### src/rtl/mem_bus_arbiter_pkg.sv
// Shared types and constants for the IF/MEM memory bus arbiter.
package mem_bus_arbiter_pkg;

  localparam int unsigned ADDR_W = 64;
  localparam int unsigned DATA_W = 64;
  localparam int unsigned REQ_W  = 2;
  localparam int unsigned SIZE_W = 2;
  localparam int unsigned RESP_W = 2;
  localparam int unsigned CNT_W  = 4;

  localparam logic [REQ_W-1:0]  REQ_READ  = 2'b00;
  localparam logic [REQ_W-1:0]  REQ_WRITE = 2'b01;
  localparam logic [RESP_W-1:0] RESP_OKAY = 2'b00;

  typedef enum logic [1:0] {
    ST_IDLE    = 2'd0,
    ST_GNT_IF  = 2'd1,
    ST_GNT_MEM = 2'd2
  } arb_state_e;

  typedef struct packed {
    logic [REQ_W-1:0]  req;
    logic [ADDR_W-1:0] addr;
    logic [DATA_W-1:0] wdata;
    logic [SIZE_W-1:0] size;
  } bus_req_t;

endpackage

### src/rtl/mem_bus_arbiter.sv
// Shares one memory bus port between IF fetches and MEM loads/stores.
// MEM has priority; a starvation counter forces an IF grant after STARVE_MAX contested MEM wins.
module mem_bus_arbiter
  import mem_bus_arbiter_pkg::*;
#(
  parameter int unsigned STARVE_MAX = 3
) (
  input  logic              clk,
  input  logic              rst,
  input  logic              if_valid,
  input  logic [ADDR_W-1:0] if_addr,
  input  logic [SIZE_W-1:0] if_size,
  output logic              if_ready,
  output logic [RESP_W-1:0] if_resp,
  output logic [DATA_W-1:0] if_data_read,
  input  logic              mem_valid,
  input  logic [REQ_W-1:0]  mem_req,
  input  logic [ADDR_W-1:0] mem_addr,
  input  logic [DATA_W-1:0] mem_data_write,
  input  logic [SIZE_W-1:0] mem_size,
  output logic              mem_ready,
  output logic [RESP_W-1:0] mem_resp,
  output logic [DATA_W-1:0] mem_data_read,
  output logic              bus_valid,
  output logic [REQ_W-1:0]  bus_req,
  output logic [ADDR_W-1:0] bus_addr,
  output logic [DATA_W-1:0] bus_data_write,
  output logic [SIZE_W-1:0] bus_size,
  input  logic              bus_ready,
  input  logic [RESP_W-1:0] bus_resp,
  input  logic [DATA_W-1:0] bus_data_read
);

  localparam logic [CNT_W-1:0] STARVE_LIM = CNT_W'(STARVE_MAX);
  localparam logic [CNT_W-1:0] CNT_SAT    = '1;

  arb_state_e       state_q, state_d;
  logic [CNT_W-1:0] starve_q, starve_d;
  bus_req_t         bus_q, bus_d;
  logic             bus_valid_q, bus_valid_d;
  logic             mem_win_c;

  // Priority: MEM wins unless IF has been passed over STARVE_MAX times in a row.
  assign mem_win_c = mem_valid && (!if_valid || (starve_q < STARVE_LIM));

  always_ff @(posedge clk or negedge rst) begin
    if (!rst) begin
      state_q     <= ST_IDLE;
      starve_q    <= '0;
      bus_q       <= '0;
      bus_valid_q <= 1'b0;
    end else begin
      state_q     <= state_d;
      starve_q    <= starve_d;
      bus_q       <= bus_d;
      bus_valid_q <= bus_valid_d;
    end
  end

  always_comb begin
    state_d     = state_q;
    starve_d    = starve_q;
    bus_d       = bus_q;
    bus_valid_d = bus_valid_q;
    unique case (state_q)
      ST_IDLE: begin
        if (mem_win_c) begin
          state_d     = ST_GNT_MEM;
          bus_valid_d = 1'b1;
          bus_d       = '{req: mem_req, addr: mem_addr, wdata: mem_data_write, size: mem_size};
          if (if_valid && (starve_q != CNT_SAT)) begin
            starve_d = starve_q + CNT_W'(1);
          end
        end else if (if_valid) begin
          state_d     = ST_GNT_IF;
          bus_valid_d = 1'b1;
          bus_d       = '{req: REQ_READ, addr: if_addr, wdata: '0, size: if_size};
          starve_d    = '0;
        end
      end
      ST_GNT_IF, ST_GNT_MEM: begin
        if (bus_ready) begin
          state_d     = ST_IDLE;
          bus_valid_d = 1'b0;
        end
      end
      default: begin
        state_d     = ST_IDLE;
        bus_valid_d = 1'b0;
      end
    endcase
  end

  assign bus_valid      = bus_valid_q;
  assign bus_req        = bus_q.req;
  assign bus_addr       = bus_q.addr;
  assign bus_data_write = bus_q.wdata;
  assign bus_size       = bus_q.size;

  // Completion is steered only to the current owner; bus_ready in IDLE reaches nobody.
  assign if_ready      = (state_q == ST_GNT_IF) && bus_ready;
  assign mem_ready     = (state_q == ST_GNT_MEM) && bus_ready;
  assign if_resp       = if_ready  ? bus_resp      : '0;
  assign if_data_read  = if_ready  ? bus_data_read : '0;
  assign mem_resp      = mem_ready ? bus_resp      : '0;
  assign mem_data_read = mem_ready ? bus_data_read : '0;

endmodule

### config.mk
export PLATFORM = sky130hd
export DESIGN_NAME = mem_bus_arbiter
export DESIGN_NICKNAME = d
export VERILOG_FILES = /design/src/rtl/mem_bus_arbiter_pkg.sv /design/src/rtl/mem_bus_arbiter.sv
export SDC_FILE = /design/constraint.sdc
export NUM_CORES = 1
export LEC_CHECK = 0
export CORE_AREA = 4 4 209 211
export DETAILED_ROUTE_END_ITERATION = 16
export DIE_AREA = 0 0 213 215
export PLACE_DENSITY = 0.54
export SYNTH_ARGS = -nofsm -noshare
export SYNTH_HDL_FRONTEND = slang
export SYNTH_SLANG_ARGS = --single-unit
### constraint.sdc
create_clock -name clk -period 2.7 [get_ports clk]
set_input_delay 0.54 -clock clk [delete_from_list [all_inputs] [get_ports clk]]
set_output_delay 0.54 -clock clk [all_outputs]
set_load 0.02 [all_outputs]
==> results.txt, run 1 <==
Synth Register Bits - 139
Antenna cell count - 0
WL/cell - 19.46 µm
Slew Limit Fails - 0
Ports - 536
Max Freq - 382.9 MHz
Post-synthesis simple-gate area fraction - 31.45%
Worst Hold Slack - 0.07590 ns
CP Buf/Inv Count - 3
Post-synthesis sequential area ratio - 47.54%
CTS Buf Count - 17
Vias in the first global route - 8379
Chip width - 213 µm
Clk_lat worst skew - 0.44 ns
Port buffer count - 535
Starting density of the core - 17.52%
Crit-path slowest cell - dfrtp_1
XOR/XNOR Fraction of Synth Area - 0%
Cts hold-fix bufs - 0
Yosys warns - 0
Hold Path Class - in2async
Sw Ratio - 43.44%
VDD IR max - 417.1 µV
Post-synth net total - 1131
Arrival time at the worst endpoint - 2.07 ns
CP top delay family - buffers and inverters
Final setup skew - 0.01168 ns
Tmin final - 2.611 ns
Vias per cell - 4.404
DR vias - 8350
Post-route ant nets - 0
Post-Synthesis Cells - 858
Commonest non-fill, non-tap cells in the layout - 398 x clkdlybuf4s50_1, 267 x nand2_1, 139 x dfrtp_1
H-tree Lvls - 4
Layout Utilization - 33.10%
Area leader, netlist - dfrtp_1
Main combinational cell family by area after synthesis - simple AND/OR/NAND/NOR gates
Setup CP Type - reg2out
Slowest stage delay, CP - 0.41 ns
Max_cap viols - 0
Initial antenna violation count - 3
Synth area leaders - dfrtp_1 48%, nand2_1 14%, and3_1 11%
# rows - 75
Area of the mapped netlist - 7317 µm²
Syn_area_per_cell - 8.528 µm²
CP endpoint kind - output port
Startpoint types - register
Gr usage total - 15.15%
Post-synthesis compound-gate area fraction - 14.43%
CTS clk-pin slew, worst paths - 0.06 ns
First-pass GRT wire length - 53.74 mm
Fin nets - 1618
Least-Margin Pin Slew - 0.6630 ns
Die extent in y - 215 µm
Post-Layout Cell Count - 1896
Commonest non-fill, non-tap cell in the layout - clkdlybuf4s50_1
Psw - 6304 µW
Mux contribution to synthesized area - 0%
Yosys top cell area share - 47.54%
Leakage - 0.006620 µW
Final wirelength - 36.89 mm
Gr ovfl total - 0
Logic pwr share - 57.7%
Drt pass-1 iters - 7
Flop-to-flop setup slack - 0.64 ns
CTS tree - done
Status - finished clean
# fillers - 4356
Int Pwr - 8208 µW
Share of cells above drive strength 1 - 7.590%
Placed insts - 1863
Worst Path Required - 2.16 ns
Fraction of power consumed by the clock network - 17.1%
Remaining DRCs - 0
Clock Path Buffers - 2
Tcrit/Tclk final - 96.72%
CP max FO - 34
Adder-Cell Fraction of Synth Area - 0.6840%
Synth cell types - 24
Die area - 45800 µm²
Hold Vio Cnt, Final - 0
Hpwl dp - 27.18 mm
Largest net degree at the start of global routing - 76
Drt initial violations - 552
Layout Area Growth over Synthesis - 88.89%
Root Driver - clkbuf_16
Sink Count - 139
Core Area - 41760 µm²
Placer Congestion - 0.9517
Setup violators final - 0
Slew margin rel. - 55.80%
Crit path cell chain - inv_1 -> ha_2 -> buf_12 -> and3_1 -> dlygate4sd2_1
Power density over the cells - 1050 nW/µm²
Reg power frac - 25.1%
cells by family after synthesis:
| logic type | after synthesis |
|---|---|
| AND/OR/NAND/NOR | 476 |
| buffers and inverters | 98 |
| AO/OA/AOI/OAI | 141 |
| flip-flops | 139 |
| adder cells (fa/ha/maj) | 4 |
flip-flops by register name, indices dropped and copies added (netlist names):
| name | flops |
|---|---|
| bus_addr | 64 |
| bus_data_write | 64 |
| bus_req | 2 |
| bus_size | 2 |
| bus_valid | 1 |
| starve_q | 4 |
| state_q | 2 |
Yosys cell counts:
cell type,number
buf_2,21
a22o_1,2
dfrtp_1,139
nor2_1,2
buf_1,3
clkbuf_1,66
and2_1,5
buf_6,4
o21ai_0,68
o211ai_2,30
o31ai_4,1
o211ai_1,36
or2_2,1
inv_1,2
nand3_1,1
o21a_1,1
a21o_1,2
buf_4,2
nand2_1,268
ha_1,4
nor2b_1,1
o21ai_2,1
and3_1,132
nand4_1,66
per-layer routing:
layer,GRT usage [%],wire [µm],part of all wire [%],up-vias
li1,-,-,-,3962
met1,19.25,15290,41,3985
met2,24.29,17360,47,359
met3,5.761,3578,9.7,38
met4,3.779,624,1.7,6
met5,0,41,0.11,-
through the flow:
| stage | TNS (ns) | area (µm²) | total power, µW | setup slack, ns |
|---|---|---|---|---|
| global placement | 0 | 13310 | 12160 | 0.2475 |
| CTS | 0 | 13800 | 14680 | 0.007726 |
| finish | 0 | 13820 | 14510 | 0.08860 |
| floorplan | 0 | 7317 | 7852 | 0.6591 |
| detailed placement | 0 | 13310 | 12210 | 0.2294 |
| global route | -0.006186 | 13820 | 15460 | -0.006186 |
power by group through the flow:
stage | combinational, µW | sequential, µW | clock (µW)
2_1_floorplan | 3050 | 4800 | 0
3_3_place_gp | 8520 | 3650 | 0
3_5_place_dp | 8540 | 3670 | 0
4_1_cts | 8440 | 3660 | 2590
5_1_grt | 9020 | 3790 | 2650
6_report | 8380 | 3650 | 2480
area by class of cell:
class,count,area (µm²),area share [%]
clock buffers,19,452.9,3.277
multi-input cells,621,3432,24.83
well taps,539,674.4,4.880
flip-flops and latches,139,3478,25.17
repair buffers,564,5612,40.60
clock inverters,12,163.9,1.186
inverters,2,7.507,0.05432
path summary, 6_finish.rpt:
path | endpoint | start | cells past startpoint
worst max-delay path | mem_data_read[62] | state_q[0] | 5
max in group asynchronous | bus_data_write[59] | rst | 2
worst min-delay path | bus_data_write[19] | rst | 1
min in group clk | bus_data_write[51] | bus_data_write[51] | 2
worst max register to register | bus_addr[23] | starve_q[0] | 5
worst min register to register | bus_data_write[51] | bus_data_write[51] | 2
what timing repair did:
action | in CTS | in global routing
gates resized for setup | 135 | 8
setup endpoints to repair | 134 | 8
cloned | 1 | 1
pin swaps | 0 | 0
setup buffers | 0 | 0
No activity file was read; power rests on OpenSTA's default activity.
==> run 2: changes to the inputs <==
--- a/config.mk
+++ b/config.mk
@@ -5,9 +5,9 @@
 export SDC_FILE = /design/constraint.sdc
 export NUM_CORES = 1
 export LEC_CHECK = 0
-export CORE_AREA = 4 4 209 211
+export CORE_AREA = 2 2 207 209
 export DETAILED_ROUTE_END_ITERATION = 16
-export DIE_AREA = 0 0 213 215
+export DIE_AREA = 0 0 209 211
 export PLACE_DENSITY = 0.54
 export SYNTH_ARGS = -nofsm -noshare
 export SYNTH_HDL_FRONTEND = slang
==> results.txt, run 2 (synthesis results as in run 1) <==
Hold Vio Cnt, Final - 0 (unchanged)
Final wirelength - 34.46 mm (-6.6%)
DR vias - 8328 (-0.26%)
Drt initial violations - 555 (+0.54%)
Sink Count - 139 (unchanged)
Drt pass-1 iters - 4 (-3)
# fillers - 4421 (+1.5%)
Post-route ant nets - 0 (unchanged)
RR Endpoint - bus_addr[30]
CP endpoint kind - output port
Post-Layout Cell Count - 1906 (+0.53%)
# rows - 75 (unchanged)
Fin nets - 1626 (+0.49%)
Ports - 536 (unchanged)
Status - finished clean
Clk_lat worst skew - 0.44 ns (about the same)
Hold Path Class - in2async
H-tree Lvls - 4 (unchanged)
CTS tree - done
Die extent in y - 211 µm (-1.9%)
Final setup skew - 0.01185 ns (+0.0001715 ns)
Least-Margin Pin Slew - 0.7766 ns (+0.1136 ns)
Slew margin rel. - 48.23% (-7.6 points)
Root Driver - clkbuf_16
Setup CP Type - reg2out
Vias per cell - 4.369 (-0.79%)
Worst Hold Slack - 0.03891 ns (-0.03698 ns)
Total power - 14490 µW (-0.15%)
Max Freq - 384.7 MHz (+0.47%)
Tmin final - 2.599 ns (-0.01211 ns)
Die area - 44100 µm² (-3.7%)
CTS Buf Count - 17 (unchanged)
CTS clk-pin slew, worst paths - 0.06 ns (about the same)
Power density over the cells - 1047 nW/µm² (-0.30%)
Commonest non-fill, non-tap cell in the layout - clkdlybuf4s50_1
Arrival time at the worst endpoint - 2.06 ns (about the same)
Gr usage total - 15.01% (-0.14 points)
Setup violators final - 0 (unchanged)
Slew Limit Fails - 0 (unchanged)
Initial antenna violation count - 1 (-2)
Placer Congestion - 0.7688 (-19%)
Final WS setup - 0.1007 ns (+0.01211 ns)
Startpoint types - register
Placement Setup Slack - 0.1674 ns (-0.06204 ns)
Layout Area Growth over Synthesis - 89.16%
Remaining DRCs - 0 (unchanged)
Flop-to-flop setup slack - 0.58 ns (-0.06 ns)
Max_cap viols - 0 (unchanged)
Gr ovfl total - 0 (unchanged)
First-pass GRT wire length - 51.21 mm (-4.7%)
Share of cells above drive strength 1 - 7.980% (+0.39 points)
Cts hold-fix bufs - 0 (unchanged)
Hpwl dp - 25.62 mm (-5.7%)
CP endpoint - mem_resp[0]
Setup tns final - 0 ns (unchanged)
Largest net degree at the start of global routing - 101 (+33%)
Vias in the first global route - 8480 (+1.2%)
Placed insts - 1872 (+0.48%)
Port buffer count - 535 (unchanged)
Leakage - 0.006653 µW (+0.50%)
Setup Fix Bufs, Post-CTS - 0 (unchanged)
RR Startpoint - starve_q[0]
CP startpoint - state_q[0]
VDD IR max - 408.9 µV (-2.0%)
CP max FO - 34 (unchanged)
R2R depth - 5 (unchanged)
Unrepaired setup endpoints after global routing - false
Core Area - 41760 µm² (unchanged)
Chip width - 209 µm (-1.9%)
Commonest non-fill, non-tap cells in the layout - 398 x clkdlybuf4s50_1, 267 x nand2_1, 139 x dfrtp_1
Clock Path Buffers - 2 (unchanged)
Tcrit/Tclk final - 96.27% (-0.45 points)
WL/cell - 18.08 µm (-7.1%)
Worst Path Required - 2.16 ns (about the same)
Starting density of the core - 17.52% (unchanged)
[run 2: cell types whose count changed in the layout (fill, tap and decap cells not counted), moves of 2 or more]
cell	change
clkdlybuf4s15_1	-4
buf_4	+12
buf_12	-3
clkbuf_2	-2
dlygate4sd2_1	+6
[run 2: final cells by class]
| cell class | count | area, µm² | share of cell area [%] |
|---|---|---|---|
| diodes | 1 | 2.502 | 0.01808 |
| clock buffers | 19 | 442.9 | 3.200 |
| clock inverters | 13 | 192.7 | 1.392 |
| inverters | 2 | 7.507 | 0.05424 |
| multi-input cells | 621 | 3431 | 24.79 |
| flip-flops and latches | 139 | 3478 | 25.13 |
| well taps | 539 | 674.4 | 4.873 |
| repair buffers | 572 | 5612 | 40.54 |
[run 2: metal layers]
metal / wire length, µm / global-route usage [%]
met3: 2340 / 4.520
met1: 15130 / 19.27
met5: 17 / 0
met4: 514 / 3.941
met2: 16450 / 24.55
[run 2: metrics by stage]
stage                     area, µm²  util, %
after floorplan                7317        -
after global placement        13340    31.95
after detailed placement      13340    31.95
after CTS                     13810    33.07
after global routing          13840    33.14
final                         13840    33.14
[run 2: power breakdown]
group / leakage [µW] / switching (µW) / internal, µW
registers: 0.00175 / 540 / 3080
logic: 0.00460 / 4690 / 3610
clock network: 0.000304 / 984 / 1580
total: 0.00665 / 6220 / 8270
[run 2: how the worst min path moves through the flow]
stage / from / to / slack (ns) / depth (start not counted)
3_5_place_dp: bus_valid / bus_valid / 0.47 / 1
5_1_grt: rst / bus_data_write[13] / 0.04 / 1
3_3_place_gp: bus_data_write[39] / bus_data_write[39] / 0.46 / 2
2_1_floorplan: rst / bus_addr[0] / 0.24 / 0
4_1_cts: rst / bus_data_write[13] / 0.009 / 1
6_report: rst / bus_data_write[13] / 0.04 / 1
[run 2: what timing repair did]
action                     CTS  global route
cloned                       0             1
setup endpoints to repair  134             1
gates resized for setup    134             1
[run 2: worst max-delay path, cell delays in order, from the launching register on]
cell,delay (ns)
dfrtp_1,0.41
inv_1,0.10
ha_2,0.25
buf_12,0.20
and3_1,0.30
dlygate4sd2_1,0.37
==> RTL change 1 (config.mk and constraints of run 2) <==
Set the package constant `SIZE_W` to 4 (it was 2).
--- a/src/rtl/mem_bus_arbiter_pkg.sv
+++ b/src/rtl/mem_bus_arbiter_pkg.sv
@@ -6,3 +6,3 @@
   localparam int unsigned REQ_W  = 2;
-  localparam int unsigned SIZE_W = 2;
+  localparam int unsigned SIZE_W = 4;
   localparam int unsigned RESP_W = 2;
Interface: changed (resized bus_size, if_size and mem_size); port bits go from 536 to 542. The function was not compared with the original's and may differ.
==> RTL change 1 against run 2 <==
Wire length increased by 4.4%; critical path depth unchanged; area after synthesis decreased by 1.1%; sequential cell count increased by 2; synthesized cell count increased by 1.3%; power increased by 1.7%; setup slack got worse by 0.0047 ns; design area increased by 0.74%; hold slack improved by 0.44 ns; critical endpoint is now mem_data_read[15]; highest routed layer is now met4; utilization increased by 0.25 points.
==> RTL change 1: results (changes against run 2) <==
DETAILED ROUTING
---------------------------------------------------------------------------------------
Drt wl/cell ..............................................................      18.8 µm   +3.8%
Count of TritonRoute iterations in the first routing pass ................            5   +1
Number of vias per cell ..................................................         4.40   +0.66%
Number of violations reported at the end of detailed-routing iteration 0 .          638   +15%

YOSYS
---------------------------------------------------------------------------------------
Fraction of synthesized cell area taken by the top area cell type ........        48.8%   +1.2 points
Per-instance average area after synthesis ................................     8.33 µm²   -2.4%
Dominant cells by area after synthesis ................................... dfrtp_1 (49%), nand2_1 (14%), and3_1 (11%)
Commonest cells in the netlist ........................................... nand2_1 (272), dfrtp_1 (141), and3_1 (132), nand4_1 (68), o211ai_1 (68)
Unique masters post-synth ................................................           21   -13%

PLACE
---------------------------------------------------------------------------------------
Placed wire-length estimate after detailed placement .....................     25800 µm   +0.73%
Place WS .................................................................     0.237 ns   +0.0692 ns

GLOBAL ROUTE
---------------------------------------------------------------------------------------
Initial antenna violation count ..........................................            0   -1
Pin count of the biggest net entering global routing .....................           78   -23%
Global Route Usage Sum ...................................................        15.5%   +0.47 points
Via count of the first global-routing pass ...............................         8514   +0.40%

STA
---------------------------------------------------------------------------------------
Post-Route Skew ..........................................................    0.0107 ns   -0.00114 ns
Worst-margin pin slew ....................................................     0.531 ns   -0.246 ns
Final hold slack .........................................................     0.480 ns   +0.441 ns

PWR
---------------------------------------------------------------------------------------
Leakage dissipation ......................................................      6.62 nW   -0.52%
Clock share of power .....................................................        18.7%   +1.0 points
Switching fraction of total power ........................................        42.8%   -0.099 points

WORST SETUP PATH
---------------------------------------------------------------------------------------
Destination of the worst register-to-register timing path ................ bus_addr[28]

RUN STATUS
---------------------------------------------------------------------------------------
Outcome .................................................................. finished, final reports clean

CELLS AND AREA
---------------------------------------------------------------------------------------
Antenna diode count ......................................................            0   -1
Area occupied by multi-input gates .......................................     3340 µm²   -2.8%
Share of cells above drive strength 1 ....................................        5.58%   -2.4 points

-- RTL change 1: cell count changes in the layout (fill, tap and decap cells not counted), sizes merged, moves of 4 or more --
cell                  run 2  this run
nand2                   268       272
buf                      39        34
inv                       3         9
clkdlybuf4s50           398       404
clkinv                    6         0
-- RTL change 1: layer usage --
metal | vias to the layer above | global-route usage, % | part of all wire, %
met5 | - | 0 | 0
met4 | 0 | 3.97 | 1.2
met3 | 26 | 5.11 | 7.5
met2 | 334 | 25.4 | 48
met1 | 4049 | 19.6 | 44
li1 | 4027 | - | -
-- RTL change 1: area by class of cell --
class,count,share of cell area [%]
Multi-Input combinational cell,629,23.9
Sequential cell,141,25.3
Clock inverter,13,1.61
Tap cell,539,4.84
Inverter,2,0.0538
Clock buffer,19,3.25
Timing Repair Buffer,575,41.0
-- RTL change 1: repair_timing --
action,CTS,global route
setup endpoints to repair,134,3
gates resized for setup,134,3
hold buffers,1,0
endpoints found under the hold margin,8,0
cloned,0,2
-- RTL change 1: logic make-up (layout without fill, tap and decap cells) --
logic type                 count (synthesis)  count (layout)  synth area share [%]
AOI/OAI and AO/OA                        143             143                  12.7
DFF                                      141             141                  48.8
buffers and inverters                     99             609                  5.69
adders and majority gates                  4               4                 0.692
and+or+nand+nor                          482             482                  32.2
-- RTL change 1: how the worst max path moves through the flow --
stage                           start           endpoint  slack [ns]  cells past startpoint
global route               state_q[0]  mem_data_read[15]       0.001                      5
global placement    bus_data_read[21]  mem_data_read[21]        0.22                      3
floorplan                   bus_ready   if_data_read[59]        0.66                      4
finish                     state_q[0]  mem_data_read[15]         0.1                      5
CTS                        state_q[0]   mem_data_read[9]        0.04                      5
detailed placement  bus_data_read[21]   if_data_read[21]        0.24                      3
==> RTL change 2 (flow settings as in run 2) <==
Made on the original files. Reset style: synchronous (`rst`), changed in one clocked block.
--- a/src/rtl/mem_bus_arbiter.sv
+++ b/src/rtl/mem_bus_arbiter.sv
@@ -45,3 +45,3 @@
 
-  always_ff @(posedge clk or negedge rst) begin
+  always_ff @(posedge clk) begin
     if (!rst) begin
Behaviour: differs if rst is asserted again (counterexample within 4 cycles, from zero or initial values and one cycle with rst low); with rst held inactive, the same outputs for 4 cycles.
==> RTL change 2 against run 2 <==
Hold slack better by 0.41 ns; synthesized cell count rose by 3.0%; sequential cell count unchanged; non-clock buffer count fell by 2; cell count about the same; wire length is 4.4% higher; setup slack better by 0.065 ns; critical endpoint is now if_data_read[6]; first-iteration DRC count rose by 9.9%; area after synthesis is 5.6% lower; register-to-register slack gained 0.04 ns; design area decreased by 2.0%.
Power is not compared: it rests on default switching activity, and its combinational part moved more than twofold at a synthesized area within 25%.
==> RTL change 2: results (changes against run 2) <==
RUN STATUS
---------------------------------------------------------------------------------------
Outcome .................................................................. finished, final reports clean

GLOBAL ROUTE
---------------------------------------------------------------------------------------
Pin count of the biggest net entering global routing .....................          103   +2.0%
Wire length of the first global-routing pass .............................     51600 µm   +0.67%
Initial antenna violation count ..........................................            0   -1
Global Route Usage Sum ...................................................        15.2%   +0.17 points
Via count of the first global-routing pass ...............................         8485   +0.059%

WORST SETUP PATH
---------------------------------------------------------------------------------------
Crit-path slowest cell ................................................... dlygate4sd2_1
Crit path arrival time ...................................................      1.99 ns   -0.07 ns
Max Fanout on Critical Path ..............................................           33   -2.9%
Cell family contributing the most delay on the critical path ............. buffers and inverters
Crit path largest cell delay .............................................      0.38 ns   -0.03 ns
Length in cells of the worst reg-to-reg path .............................            6   +1

YOSYS
---------------------------------------------------------------------------------------
Commonest cells in the netlist ........................................... dfxtp_1 (139), and3_1 (135), o21ai_0 (122), clkbuf_1 (84), nand2_1 (69)
Share of synthesized flip-flops with an asynchronous set or reset ........           0%   -100 points
Number of nets in the synthesized netlist ................................         1157   +2.3%
Unique masters post-synth ................................................           28   +17%
Area leader, netlist .....................................................      dfxtp_1
Dominant cells by area after synthesis ................................... dfxtp_1 (40%), and3_1 (12%), o21ai_0 (8.8%)
Sequential fraction of the synthesis area ................................        40.3%   -7.2 points

CLOCK NETWORK
---------------------------------------------------------------------------------------
CTS clk-pin slew, worst paths ............................................      0.07 ns
Number of levels in the clock H-tree .....................................            4   unchanged
Post-CTS Setup Repair Bufs ...............................................            0   unchanged
CTS buffer count .........................................................           17   unchanged
Clk Latency, worst-skew pair .............................................      0.45 ns
Clock Tree Buf Depth .....................................................            2   unchanged

DETAILED ROUTING
---------------------------------------------------------------------------------------
Number of violations reported at the end of detailed-routing iteration 0 .          610   +9.9%
Met2 layer wire length in the routed design ..............................     17000 µm   +3.3%
Drt wl/cell ..............................................................      18.9 µm   +4.3%
Highest metal layer with signal wires ....................................         met4
Routed metal-1 wire length ...............................................     15300 µm   +1.4%
Met3 wire len ............................................................      2820 µm   +21%
Remaining antenna violation count ........................................            0   unchanged
Total vias in the final route ............................................         8723   +4.7%

PLACE
---------------------------------------------------------------------------------------
Placed wire-length estimate after detailed placement .....................     25100 µm   -1.9%
Final RePlAce weighted congestion ........................................        0.764   -0.61%
Buffers added on ports ...................................................          535   unchanged

MIN PATH
---------------------------------------------------------------------------------------
Path type of the worst min-delay path ....................................      reg2reg

PWR
---------------------------------------------------------------------------------------
Leakage dissipation ......................................................      6.62 nW
Peak supply drop .........................................................   0.000405 V

CELLS AND AREA
---------------------------------------------------------------------------------------
Antenna diode count ......................................................            0   -1
Number of inserted filler cells in the final layout ......................         4410   -0.25%
Final net count ..........................................................         1629   +0.18%
Share of cells above drive strength 1 ....................................        5.48%   -2.5 points

STA
---------------------------------------------------------------------------------------
Post-Route Skew ..........................................................    0.0109 ns   -0.000957 ns
Worst-margin pin slew ....................................................     0.830 ns   +0.0539 ns

## RTL change 2: path summary, 6_finish.rpt
check        slack, ns                 end          startpoint
max               0.17     if_data_read[6]          state_q[1]
min               0.45  bus_data_write[31]  bus_data_write[31]
max reg2reg       0.62  bus_data_write[59]         starve_q[0]
min reg2reg       0.45  bus_data_write[31]  bus_data_write[31]
## RTL change 2: per-layer routing
layer | up-vias | track usage (%)
met5 | - | 0
met4 | 0 | 5.52
met3 | 40 | 4.86
met2 | 384 | 24.6
met1 | 4098 | 18.9
li1 | 4201 | -
## RTL change 2: power by group
group          switching, mW  leakage, nW  internal, mW  total (mW)
registers              0.109         1.15          2.26        2.37
clock network          0.992        0.268          1.37        2.37
logic                   1.14         5.21          1.07        2.21
total                   2.24         6.62          4.71        6.95
## RTL change 2: area by class of cell
class,count,area (µm²),share of cell area (%)
Clock buffer,20,447,3.29
Clock inverter,11,123,0.904
Inverter,3,11.3,0.0830
Multi-Input combinational cell,625,3640,26.9
Sequential cell,139,2780,20.5
Tap cell,539,674,4.97
Timing Repair Buffer,570,5890,43.4
## RTL change 2: worst min-delay path, cell delays in order (launching register included)
cell	delay, ns
dfxtp_1	0.31
nand2_1	0.05
a21boi_1	0.05
## RTL change 2: cell families (layout without fill, tap and decap cells)
logic type	count (synthesis)	after routing	synth area share, %
AOI/OAI and AO/OA	343	343	29.1
and+or+nand+nor	278	278	22.7
DFF	139	139	40.3
buffers and inverters	120	604	7.19
adders and majority gates	4	4	0.725
## RTL change 2: metrics by stage
stage	utilization (%)	instance area (µm²)	worst slack [ns]	std cells	hold slack, ns
6_report	32.5	13600	0.166	1907	0.450
2_1_floorplan	-	6910	0.645	884	0.456
3_5_place_dp	30.9	12900	0.268	1874	0.445
3_3_place_gp	30.9	12900	0.255	1874	0.441
5_1_grt	32.5	13600	0.0950	1907	0.469
4_1_cts	32.0	13400	0.000427	1905	0.451
## RTL change 2: what timing repair did
item | CTS | global route
setup endpoints to repair | 74 | 60
gates resized for setup | 74 | 62
gates cloned | 0 | 2
